$ cat config.mk
export PLATFORM = sky130hd
export DESIGN_NAME = sweep_acq_ctrl_multi_flat
export DESIGN_NICKNAME = d
export VERILOG_FILES = /design/src/rtl/sweep_acq_ctrl_multi_if.sv /design/src/rtl/sweep_acq_ctrl_multi.sv /design/src/flat_wrapper.sv
export SDC_FILE = /design/constraint.sdc
export NUM_CORES = 1
export LEC_CHECK = 0
export CELL_PAD_IN_SITES_DETAIL_PLACEMENT = 1
export CELL_PAD_IN_SITES_GLOBAL_PLACEMENT = 1
export CORE_MARGIN = 2
export CORE_UTILIZATION = 40
export CTS_BUF_LIST = sky130_fd_sc_hd__clkbuf_8
export DETAILED_ROUTE_END_ITERATION = 7
export PLACE_DENSITY = 0.88
export SYNTH_ARGS = -nofsm -noshare
export SYNTH_HDL_FRONTEND = slang
export SYNTH_SLANG_ARGS = --single-unit
$ cat constraint.sdc
create_clock -name Clk -period 4.05 [get_ports Clk]
set_input_delay 0.405 -clock Clk [delete_from_list [all_inputs] [get_ports Clk]]
set_output_delay 0.405 -clock Clk [all_outputs]
set_load 0.03 [all_outputs]
$ cat src/rtl/sweep_acq_ctrl_multi_if.sv
// sweep_acq_ctrl_multi_if: ACQ FIFO read side and USB data-path output
// of the multi-DAC sweep controller, bundled as one port.
interface sweep_acq_ctrl_multi_if;
  logic        ParallelData_en;
  logic [15:0] SweepACQFifoData;
  logic        SweepACQFifoData_rden;
  logic [15:0] SweepACQData;
  logic        SweepACQData_en;

  // Controller side
  modport master (
    input  ParallelData_en,
    input  SweepACQFifoData,
    output SweepACQFifoData_rden,
    output SweepACQData,
    output SweepACQData_en
  );

  // FIFO / data-path side
  modport slave (
    output ParallelData_en,
    output SweepACQFifoData,
    input  SweepACQFifoData_rden,
    input  SweepACQData,
    input  SweepACQData_en
  );
endinterface

$ cat src/rtl/sweep_acq_ctrl_multi.sv
// sweep_acq_ctrl_multi: sweeps one of NUM_DAC Microroc threshold DACs from
// StartDAC to EndDAC (up or down, programmable step), collects
// MaxPackageNumber events per point from the ACQ FIFO and streams
// header / parameter / data / tail words to the USB data path.
// Optional macro SWEEP_EVENT_TIMEOUT_EN adds a 24-bit per-event timeout
// in WAIT_EVENT (emits 16'hFFEE and counts the event as taken).
module sweep_acq_ctrl_multi #(
  parameter int DAC_WIDTH       = 10,
  parameter int NUM_DAC         = 3,
  parameter int WORDS_PER_EVENT = 10,
  parameter int LOAD_DELAY      = 40000,
  parameter int CNT_WIDTH       = 16
) (
  input  logic                         Clk,
  input  logic                         reset_n,
  input  logic                         SweepStart,
  input  logic                         SweepAbort,
  input  logic [1:0]                   DacSelect,
  input  logic [DAC_WIDTH-1:0]         StartDAC,
  input  logic [DAC_WIDTH-1:0]         EndDAC,
  input  logic [DAC_WIDTH-1:0]         DACStep,
  input  logic [CNT_WIDTH-1:0]         MaxPackageNumber,
  output logic                         SingleACQStart,
  output logic                         OneDACDone,
  output logic                         ACQDone,
  input  logic                         DataTransmitDone,
  output logic [NUM_DAC*DAC_WIDTH-1:0] OutDAC,
  output logic                         LoadSCParameter,
  input  logic                         MicrorocConfigDone,
  sweep_acq_ctrl_multi_if.master       acqBus
);

  localparam int DLY_W = (LOAD_DELAY > 1) ? $clog2(LOAD_DELAY) : 1;
  localparam logic [DLY_W-1:0]     DLY_LAST  = DLY_W'(LOAD_DELAY - 1);
  localparam logic [3:0]           WORD_LAST = 4'(WORDS_PER_EVENT - 1);
  localparam logic [CNT_WIDTH-1:0] CNT_ONE   = CNT_WIDTH'(1);
  localparam logic [DAC_WIDTH-1:0] DAC_ONE   = DAC_WIDTH'(1);

  typedef enum logic [3:0] {
    IDLE, HEADER, PARAM, LOAD, WAIT_LOAD, START_ACQ, WAIT_EVENT,
    READ, LATCH, OUT, CHECK_PKT, NEXT_DAC, TAIL, ABORT, DONE
  } state_t;

  state_t               stateReg;
  logic [1:0]           selReg;
  logic [DAC_WIDTH-1:0] codeReg, endReg, stepReg;
  logic                 downReg;
  logic [CNT_WIDTH-1:0] maxReg, pktCntReg;
  logic [3:0]           wordIdxReg;
  logic [15:0]          latchReg;
  logic                 cfgSeenReg;
  logic [DLY_W-1:0]     delayCntReg;
  logic [3:0]           eventCountReg, pdCntReg;
`ifdef SWEEP_EVENT_TIMEOUT_EN
  logic [23:0]          timeoutReg;
`endif

  // Bit-reversed code and the one-hot-slice OutDAC image for the current point
  logic [DAC_WIDTH-1:0]         revCode;
  logic [NUM_DAC*DAC_WIDTH-1:0] outDacNext;
  genvar gi;
  generate
    for (gi = 0; gi < DAC_WIDTH; gi++) begin : gRev
      assign revCode[gi] = codeReg[DAC_WIDTH-1-gi];
    end
    for (gi = 0; gi < NUM_DAC; gi++) begin : gSlice
      assign outDacNext[gi*DAC_WIDTH +: DAC_WIDTH] = (32'(selReg) == gi) ? revCode : '0;
    end
  endgenerate

  // Next code is formed one bit wider so underflow/overflow are visible, never wrapped
  logic [DAC_WIDTH:0] codeExt, stepExt, endExt, nextCode;
  logic               lastPoint, lastPkt, abortNow, consume, evtArrive, clearCnt;
  logic [15:0]        paramWord;
  assign codeExt   = {1'b0, codeReg};
  assign stepExt   = {1'b0, stepReg};
  assign endExt    = {1'b0, endReg};
  assign nextCode  = downReg ? (codeExt - stepExt) : (codeExt + stepExt);
  assign lastPoint = (codeReg == endReg) ||
                     (downReg ? (nextCode[DAC_WIDTH] || (nextCode < endExt)) : (nextCode > endExt));
  assign lastPkt   = !((pktCntReg + CNT_ONE) < maxReg);
  assign paramWord = {4'hD, selReg, 10'(codeReg)};
  assign abortNow  = SweepAbort && (stateReg != IDLE) && (stateReg != TAIL) &&
                     (stateReg != DONE) && (stateReg != ABORT);
  assign consume   = (stateReg == WAIT_EVENT) && (eventCountReg != 4'd0) && !abortNow;
  assign evtArrive = acqBus.ParallelData_en && (pdCntReg == WORD_LAST);
  // Pending events are dropped whenever acquisition is switched off
  assign clearCnt  = (stateReg == IDLE) || (stateReg == ABORT) || abortNow ||
                     ((stateReg == CHECK_PKT) && lastPkt);

  // Word strobe divider and saturating pending-event counter
  always_ff @(posedge Clk or negedge reset_n) begin
    if (!reset_n) begin
      pdCntReg      <= '0;
      eventCountReg <= '0;
    end else if (clearCnt) begin
      pdCntReg      <= '0;
      eventCountReg <= '0;
    end else begin
      if (acqBus.ParallelData_en)
        pdCntReg <= (pdCntReg == WORD_LAST) ? 4'd0 : pdCntReg + 4'd1;
      if (evtArrive && !consume && (eventCountReg != 4'hF))
        eventCountReg <= eventCountReg + 4'd1;
      else if (!evtArrive && consume)
        eventCountReg <= eventCountReg - 4'd1;
    end
  end

  // Sweep sequencer with registered outputs
  always_ff @(posedge Clk or negedge reset_n) begin
    if (!reset_n) begin
      stateReg                     <= IDLE;
      selReg                       <= '0;
      codeReg                      <= '0;
      endReg                       <= '0;
      stepReg                      <= '0;
      downReg                      <= 1'b0;
      maxReg                       <= '0;
      pktCntReg                    <= '0;
      wordIdxReg                   <= '0;
      latchReg                     <= '0;
      cfgSeenReg                   <= 1'b0;
      delayCntReg                  <= '0;
      SingleACQStart               <= 1'b0;
      OneDACDone                   <= 1'b0;
      ACQDone                      <= 1'b0;
      OutDAC                       <= '0;
      LoadSCParameter              <= 1'b0;
      acqBus.SweepACQFifoData_rden <= 1'b0;
      acqBus.SweepACQData          <= '0;
      acqBus.SweepACQData_en       <= 1'b0;
`ifdef SWEEP_EVENT_TIMEOUT_EN
      timeoutReg                   <= '0;
`endif
    end else begin
      acqBus.SweepACQData_en       <= 1'b0;
      acqBus.SweepACQFifoData_rden <= 1'b0;
      OneDACDone                   <= 1'b0;
      LoadSCParameter              <= 1'b0;
      if (abortNow) begin
        // An in-flight FIFO word is simply never latched
        SingleACQStart <= 1'b0;
        stateReg       <= ABORT;
      end else begin
        case (stateReg)
          IDLE: if (SweepStart) begin
            selReg    <= DacSelect;
            codeReg   <= StartDAC;
            endReg    <= EndDAC;
            stepReg   <= (DACStep == '0) ? DAC_ONE : DACStep;
            maxReg    <= (MaxPackageNumber == '0) ? CNT_ONE : MaxPackageNumber;
            downReg   <= (StartDAC > EndDAC);
            stateReg  <= HEADER;
          end
          HEADER: begin
            acqBus.SweepACQData    <= 16'h5341;
            acqBus.SweepACQData_en <= 1'b1;
            stateReg               <= PARAM;
          end
          PARAM: begin
            acqBus.SweepACQData    <= paramWord;
            acqBus.SweepACQData_en <= 1'b1;
            OutDAC                 <= outDacNext;
            stateReg               <= LOAD;
          end
          LOAD: begin
            LoadSCParameter <= 1'b1;
            cfgSeenReg      <= 1'b0;
            delayCntReg     <= '0;
            stateReg        <= WAIT_LOAD;
          end
          WAIT_LOAD: begin
            if (!cfgSeenReg) begin
              if (MicrorocConfigDone) cfgSeenReg <= 1'b1;
            end else if (delayCntReg == DLY_LAST) begin
              stateReg <= START_ACQ;
            end else begin
              delayCntReg <= delayCntReg + DLY_W'(1);
            end
          end
          START_ACQ: begin
            SingleACQStart <= 1'b1;
            pktCntReg      <= '0;
            wordIdxReg     <= '0;
`ifdef SWEEP_EVENT_TIMEOUT_EN
            timeoutReg     <= '0;
`endif
            stateReg       <= WAIT_EVENT;
          end
          WAIT_EVENT: begin
            if (consume) begin
              acqBus.SweepACQFifoData_rden <= 1'b1;
              stateReg                     <= READ;
`ifdef SWEEP_EVENT_TIMEOUT_EN
              timeoutReg                   <= '0;
            end else if (evtArrive) begin
              timeoutReg <= '0;
            end else if (timeoutReg == 24'hFFFFFF) begin
              timeoutReg             <= '0;
              acqBus.SweepACQData    <= 16'hFFEE;
              acqBus.SweepACQData_en <= 1'b1;
              stateReg               <= CHECK_PKT;
            end else begin
              timeoutReg <= timeoutReg + 24'd1;
`endif
            end
          end
          READ:  stateReg <= LATCH;
          LATCH: begin
            latchReg <= acqBus.SweepACQFifoData;
            stateReg <= OUT;
          end
          OUT: begin
            acqBus.SweepACQData    <= latchReg;
            acqBus.SweepACQData_en <= 1'b1;
            if (wordIdxReg == WORD_LAST) begin
              wordIdxReg <= '0;
              stateReg   <= CHECK_PKT;
            end else begin
              wordIdxReg                   <= wordIdxReg + 4'd1;
              acqBus.SweepACQFifoData_rden <= 1'b1;
              stateReg                     <= READ;
            end
          end
          CHECK_PKT: begin
            if (!lastPkt) begin
              pktCntReg <= pktCntReg + CNT_ONE;
              stateReg  <= WAIT_EVENT;
            end else begin
              SingleACQStart <= 1'b0;
              OneDACDone     <= 1'b1;
              stateReg       <= NEXT_DAC;
            end
          end
          NEXT_DAC: begin
            if (lastPoint) begin
              stateReg <= TAIL;
            end else begin
              codeReg  <= nextCode[DAC_WIDTH-1:0];
              stateReg <= PARAM;
            end
          end
          TAIL: begin
            acqBus.SweepACQData    <= 16'hFF45;
            acqBus.SweepACQData_en <= 1'b1;
            ACQDone                <= 1'b1;
            stateReg               <= DONE;
          end
          ABORT: begin
            acqBus.SweepACQData    <= 16'hFFAB;
            acqBus.SweepACQData_en <= 1'b1;
            ACQDone                <= 1'b1;
            stateReg               <= DONE;
          end
          DONE: if (DataTransmitDone) begin
            ACQDone  <= 1'b0;
            stateReg <= IDLE;
          end
          default: stateReg <= IDLE;
        endcase
      end
    end
  end

endmodule

$ cat src/flat_wrapper.sv
// flat-port wrapper written by rule: the top's interface ports become plain ports
module sweep_acq_ctrl_multi_flat 
#(
  parameter int DAC_WIDTH       = 10,
  parameter int NUM_DAC         = 3,
  parameter int WORDS_PER_EVENT = 10,
  parameter int LOAD_DELAY      = 40000,
  parameter int CNT_WIDTH       = 16
)
  (Clk, reset_n, SweepStart, SweepAbort, DacSelect, StartDAC, EndDAC, DACStep, MaxPackageNumber, SingleACQStart, OneDACDone, ACQDone, DataTransmitDone, OutDAC, LoadSCParameter, MicrorocConfigDone, acqBus_ParallelData_en, acqBus_SweepACQFifoData, acqBus_SweepACQFifoData_rden, acqBus_SweepACQData, acqBus_SweepACQData_en);
  sweep_acq_ctrl_multi_if acqBus_i ();
  input  logic Clk;
  input  logic reset_n;
  input  logic SweepStart;
  input  logic SweepAbort;
  input  logic [1:0] DacSelect;
  input  logic [DAC_WIDTH-1:0] StartDAC;
  input  logic [DAC_WIDTH-1:0] EndDAC;
  input  logic [DAC_WIDTH-1:0] DACStep;
  input  logic [CNT_WIDTH-1:0] MaxPackageNumber;
  output logic SingleACQStart;
  output logic OneDACDone;
  output logic ACQDone;
  input  logic DataTransmitDone;
  output logic [NUM_DAC*DAC_WIDTH-1:0] OutDAC;
  output logic LoadSCParameter;
  input  logic MicrorocConfigDone;
  input wire logic [$bits(acqBus_i.ParallelData_en)-1:0] acqBus_ParallelData_en;
  input wire logic [$bits(acqBus_i.SweepACQFifoData)-1:0] acqBus_SweepACQFifoData;
  output wire logic [$bits(acqBus_i.SweepACQFifoData_rden)-1:0] acqBus_SweepACQFifoData_rden;
  output wire logic [$bits(acqBus_i.SweepACQData)-1:0] acqBus_SweepACQData;
  output wire logic [$bits(acqBus_i.SweepACQData_en)-1:0] acqBus_SweepACQData_en;
  assign acqBus_i.ParallelData_en = acqBus_ParallelData_en;
  assign acqBus_i.SweepACQFifoData = acqBus_SweepACQFifoData;
  assign acqBus_SweepACQFifoData_rden = acqBus_i.SweepACQFifoData_rden;
  assign acqBus_SweepACQData = acqBus_i.SweepACQData;
  assign acqBus_SweepACQData_en = acqBus_i.SweepACQData_en;
  sweep_acq_ctrl_multi #(.DAC_WIDTH(DAC_WIDTH), .NUM_DAC(NUM_DAC), .WORDS_PER_EVENT(WORDS_PER_EVENT), .LOAD_DELAY(LOAD_DELAY), .CNT_WIDTH(CNT_WIDTH)) u_core (.Clk(Clk), .reset_n(reset_n), .SweepStart(SweepStart), .SweepAbort(SweepAbort), .DacSelect(DacSelect), .StartDAC(StartDAC), .EndDAC(EndDAC), .DACStep(DACStep), .MaxPackageNumber(MaxPackageNumber), .SingleACQStart(SingleACQStart), .OneDACDone(OneDACDone), .ACQDone(ACQDone), .DataTransmitDone(DataTransmitDone), .OutDAC(OutDAC), .LoadSCParameter(LoadSCParameter), .MicrorocConfigDone(MicrorocConfigDone), .acqBus(acqBus_i));
endmodule
==> metrics.md, run 1 <==
| Metric | Value |
|---|---|
| Worst slack, placed | -0.264 ns |
| Initial antenna violation count | 0 |
| Placer's final routability congestion estimate | a little over 0.9 |
| Filler cell count | about 2600 |
| Leak | between 0.005 and 0.006 uW |
| FF/Latch Area | slightly above 4000 sq um |
| Shortest period the worst path allows | 4.29 ns |
| Slew margin rel. | between 30% and 40% |
| Fin Clk Skew | around 0.01 ns |
| Worst slew pin tran | 1.03 ns |
| Final setup viols | 13 |
| Max-slew violations | 0 |
| Power density over cell area | around 900 nW/um^2 |
| MaxCap Viol Count | 0 |
| Core Area | approximately 23000 sq um |
| Top cell type's share of synthesized area | roughly 45% |
| Area Growth Syn to Fin | 26.0% |
| Hold slack final | -0.0358 ns |
| Startpoint Class | register |
| Vias in the first global route | 8469 |
| Via Count | 7999 |
| Yosys warnings | 0 |
| Met1 Use GR | 31.1% |
| Max Fclk | around 230 MHz |
| IO Count | between 100 and 150 |
| Port buffer count | 122 |
| CTS max path bufs | 2 |
| WS Path Type | register to register |
| Crit end category | register |
| CTS Sinks | between 150 and 200 |
| Simple-gate share of the synthesized area | 16.4% |
| Mapped Nets | approximately 1100 |
| Worst r2r src | u_core.stepReg[0] |
| Post-Syn Instances | approximately 950 |
| Min setup slack post-route | -0.241 ns |
| Synth Cell Area | 9300 sq um |
| Met3 Use GR | under 10% |
| Worst flop-to-flop path endpoint | u_core.codeReg[7] |
| Clk root buf | clkbuf_8 |
| Initial Util | 41.0% |
| XOR/XNOR share of the synthesized area | under 10% |
| Met2 usage | 39.4% |
| Crit share post-route | 106% |
| Adder-Cell Fraction of Synth Area | under 10% |
| Outcome | finished, violations left |
| Total track usage | roughly a quarter |
| Power Total | 10600 uW |
| Wire length of the first global-routing pass | 45200 microns |
| Asr flop ratio synth | 100% |
| Die height | between 150 and 200 microns |
| Util after Layout | between 50% and 60% |
| RSZ-0062 raised after global routing | yes |
| Number of remaining DRC errors | 0 |
| Number of synthesized register bits | 166 |
| CP max FO | 5 |
| Most frequent cells in the layout | dfrtp_1 (166), clkdlybuf4s50_1 (121), nand2_1 (114), nor2_1 (79), o21ai_0 (68) |
| FF-to-FF setup slack | -0.24 ns |
| Cell Rows | 55 |
| CTS tree | yes |
| Mux share of post-synthesis cell area | between 8 and 9% |
| DP HPWL | 20300 microns |
| Ratio of cells with drive above 1 in the final layout | 16.3% |
| Sequential fraction of the synthesis area | 44.6% |
| Pre-antenna DRT Iters | 5 |
| TritonCTS Buffers | 17 |
| HP Class | input pin to async pin |
| Post-synthesis compound-gate area fraction | around 14% |
| Main combinational cell family by area after synthesis | simple AND/OR/NAND/NOR gates |
| Area of the multi-input gates | 4970 sq um |
| H-tree Lvls | 4 |
| Critical path launch point | u_core.stepReg[0] |
| Clk slew on worst S/H paths | 0.10 ns |
| Grt ovf | 0 |
| Commonest non-fill, non-tap cell in the layout | dfrtp_1 |
| Die ar. | about 24000 sq um |
| DR WL/cell | 20.9 microns |
| WP data arrival | 4.65 ns |
| Post-synth EDFFs | 0 |
| Worst vdd ir | between 0.0005 and 0.0006 V |
| Yosys top cell by area | dfrtp_1 |
| Main synth FF type | dfrtp_1 |
| Die width | roughly 160 microns |
| # nets final | around 1200 |
| Worst reg2reg path depth | 17 |
| Synth cell types | between 60 and 70 |
| Worst Path Required | about 4.4 ns |
| Top area cells in the synthesized netlist | dfrtp_1 (45%), mux2_2 (7.6%), ha_1 (7.3%) |
| Diode count | 0 |
| Routed WL | a little under 30000 microns |
| Via density | 5.70 |
| DRT iter0 DRCs | about 440 |
| Hold Fails Final Rpt | 5 |
| Top Usage Layer GRT | met2 |
| Violated checks | negative hold slack, negative setup slack |
| Syn Area/Cell | 9.75 sq um |
| Largest net degree at the start of global routing | 88 |
| Worst-Skew Late Latency | about 0.47 ns |
| Post-route ant nets | 0 |
[power by group]
group | switching [uW] | total, uW | internal, uW
registers | 552 | 2780 | 2220
logic | 3710 | 6440 | 2740
clock network | 645 | 1350 | 703
[worst max path at each step]
stage,endpoint,cells past startpoint
finish,u_core.codeReg[7],17
global route,u_core.codeReg[5],17
CTS,u_core.codeReg[8],18
detailed placement,u_core.codeReg[8],18
global placement,u_core.codeReg[8],18
floorplan,u_core.codeReg[8],18
[per-stage QoR]
stage | hold slack [ns] | instances | setup TNS [ns] | area, sq um
after floorplan | 0.109 | 954 | 0 | 9300
final | -0.0358 | 1404 | -2.47 | 11700
after detailed placement | 0.470 | 1357 | -2.02 | 11000
after CTS | 0.0145 | 1395 | 0 | 11500
after global routing | 0.0305 | 1404 | -3.94 | 11700
after global placement | 0.463 | 1357 | -0.0177 | 11000
[cell usage after synthesis, types with 12 or more instances]
cell,instances
xnor2_1,31
nor2b_1,12
xor2_1,24
a22o_1,23
nand4_1,12
clkbuf_1,25
nand2b_1,13
inv_1,53
a21oi_1,34
nand3_1,26
dfrtp_1,166
nor2_1,82
ha_1,54
nor3_1,16
nand2_1,115
mux2_2,63
o21ai_0,69
[logic make-up (layout without fill, tap and decap cells)]
kind of cell / count (synthesis) / count (layout)
xor+xnor: 55 / 55
compound gates: 198 / 199
simple gates: 321 / 321
fa+ha+maj: 56 / 56
flops: 166 / 166
buf+inv: 90 / 254
mux: 68 / 68
[flip-flops by register name, summed over array words and instances (netlist names), 2 cells and up]
register and count:
u_core.OutDAC 30, u_core.acqBus.SweepACQData 16, u_core.codeReg 10, u_core.delayCntReg 16, u_core.endReg 10, u_core.eventCountReg 4, u_core.latchReg 16, u_core.maxReg 16
u_core.pdCntReg 4, u_core.pktCntReg 16, u_core.selReg 2, u_core.stateReg 4, u_core.stepReg 10, u_core.wordIdxReg 4
[area by class of cell]
cell class                 count  share of cell area (%)
multi-input combinational    699                    42.4
sequential                   166                    35.4
timing repair buffer         168                    13.5
tap                          285                    3.04
clock buffer                  19                    2.23
inverter                      54                    1.73
clock inverter                13                    1.56
[per-layer routing]
metal	up-vias	part of all wire, %
met3	60	6.6
met1	4004	43
met2	278	48
met5	-	0
met4	0	2.8
li1	3657	-
[worst max-delay path, stage by stage (launching register included)]
cell	delay [ns]
dfrtp_1	0.40
inv_2	0.08
ha_4	0.19
mux2_4	0.28
inv_2	0.07
ha_4	0.19
nor2b_4	0.12
o31a_1	0.33
o41a_1	0.43
a31oi_1	0.25
xnor2_1	0.14
ha_2	0.35
nor2_1	0.06
a21oi_2	0.19
nand2_1	0.20
o31ai_4	0.34
a31o_4	0.19
mux2_2	0.35
[timing repair]
| action | 4_1_cts | 5_1_grt |
|---|---|---|
| gates resized for setup | 11 | 26 |
| gates cloned | 1 | 0 |
| hold buffers | 0 | 0 |
| setup endpoints to repair | 10 | 13 |
| pin swaps | 5 | 14 |
| setup buffers | 5 | 9 |
Note: power is estimated with default switching activity, not from simulation.
==> run 2: changes to the inputs <==
- ABC_AREA: unset -> 0
==> results of run 2 <==
Same layout as run 1: the final DEF is identical, and so are final timing and power.
==> run 3: changes to the inputs <==
- TNS_END_PERCENT: unset -> 100
==> results of run 3 <==
Same layout as run 1: the final DEF is identical, and so are final timing and power.
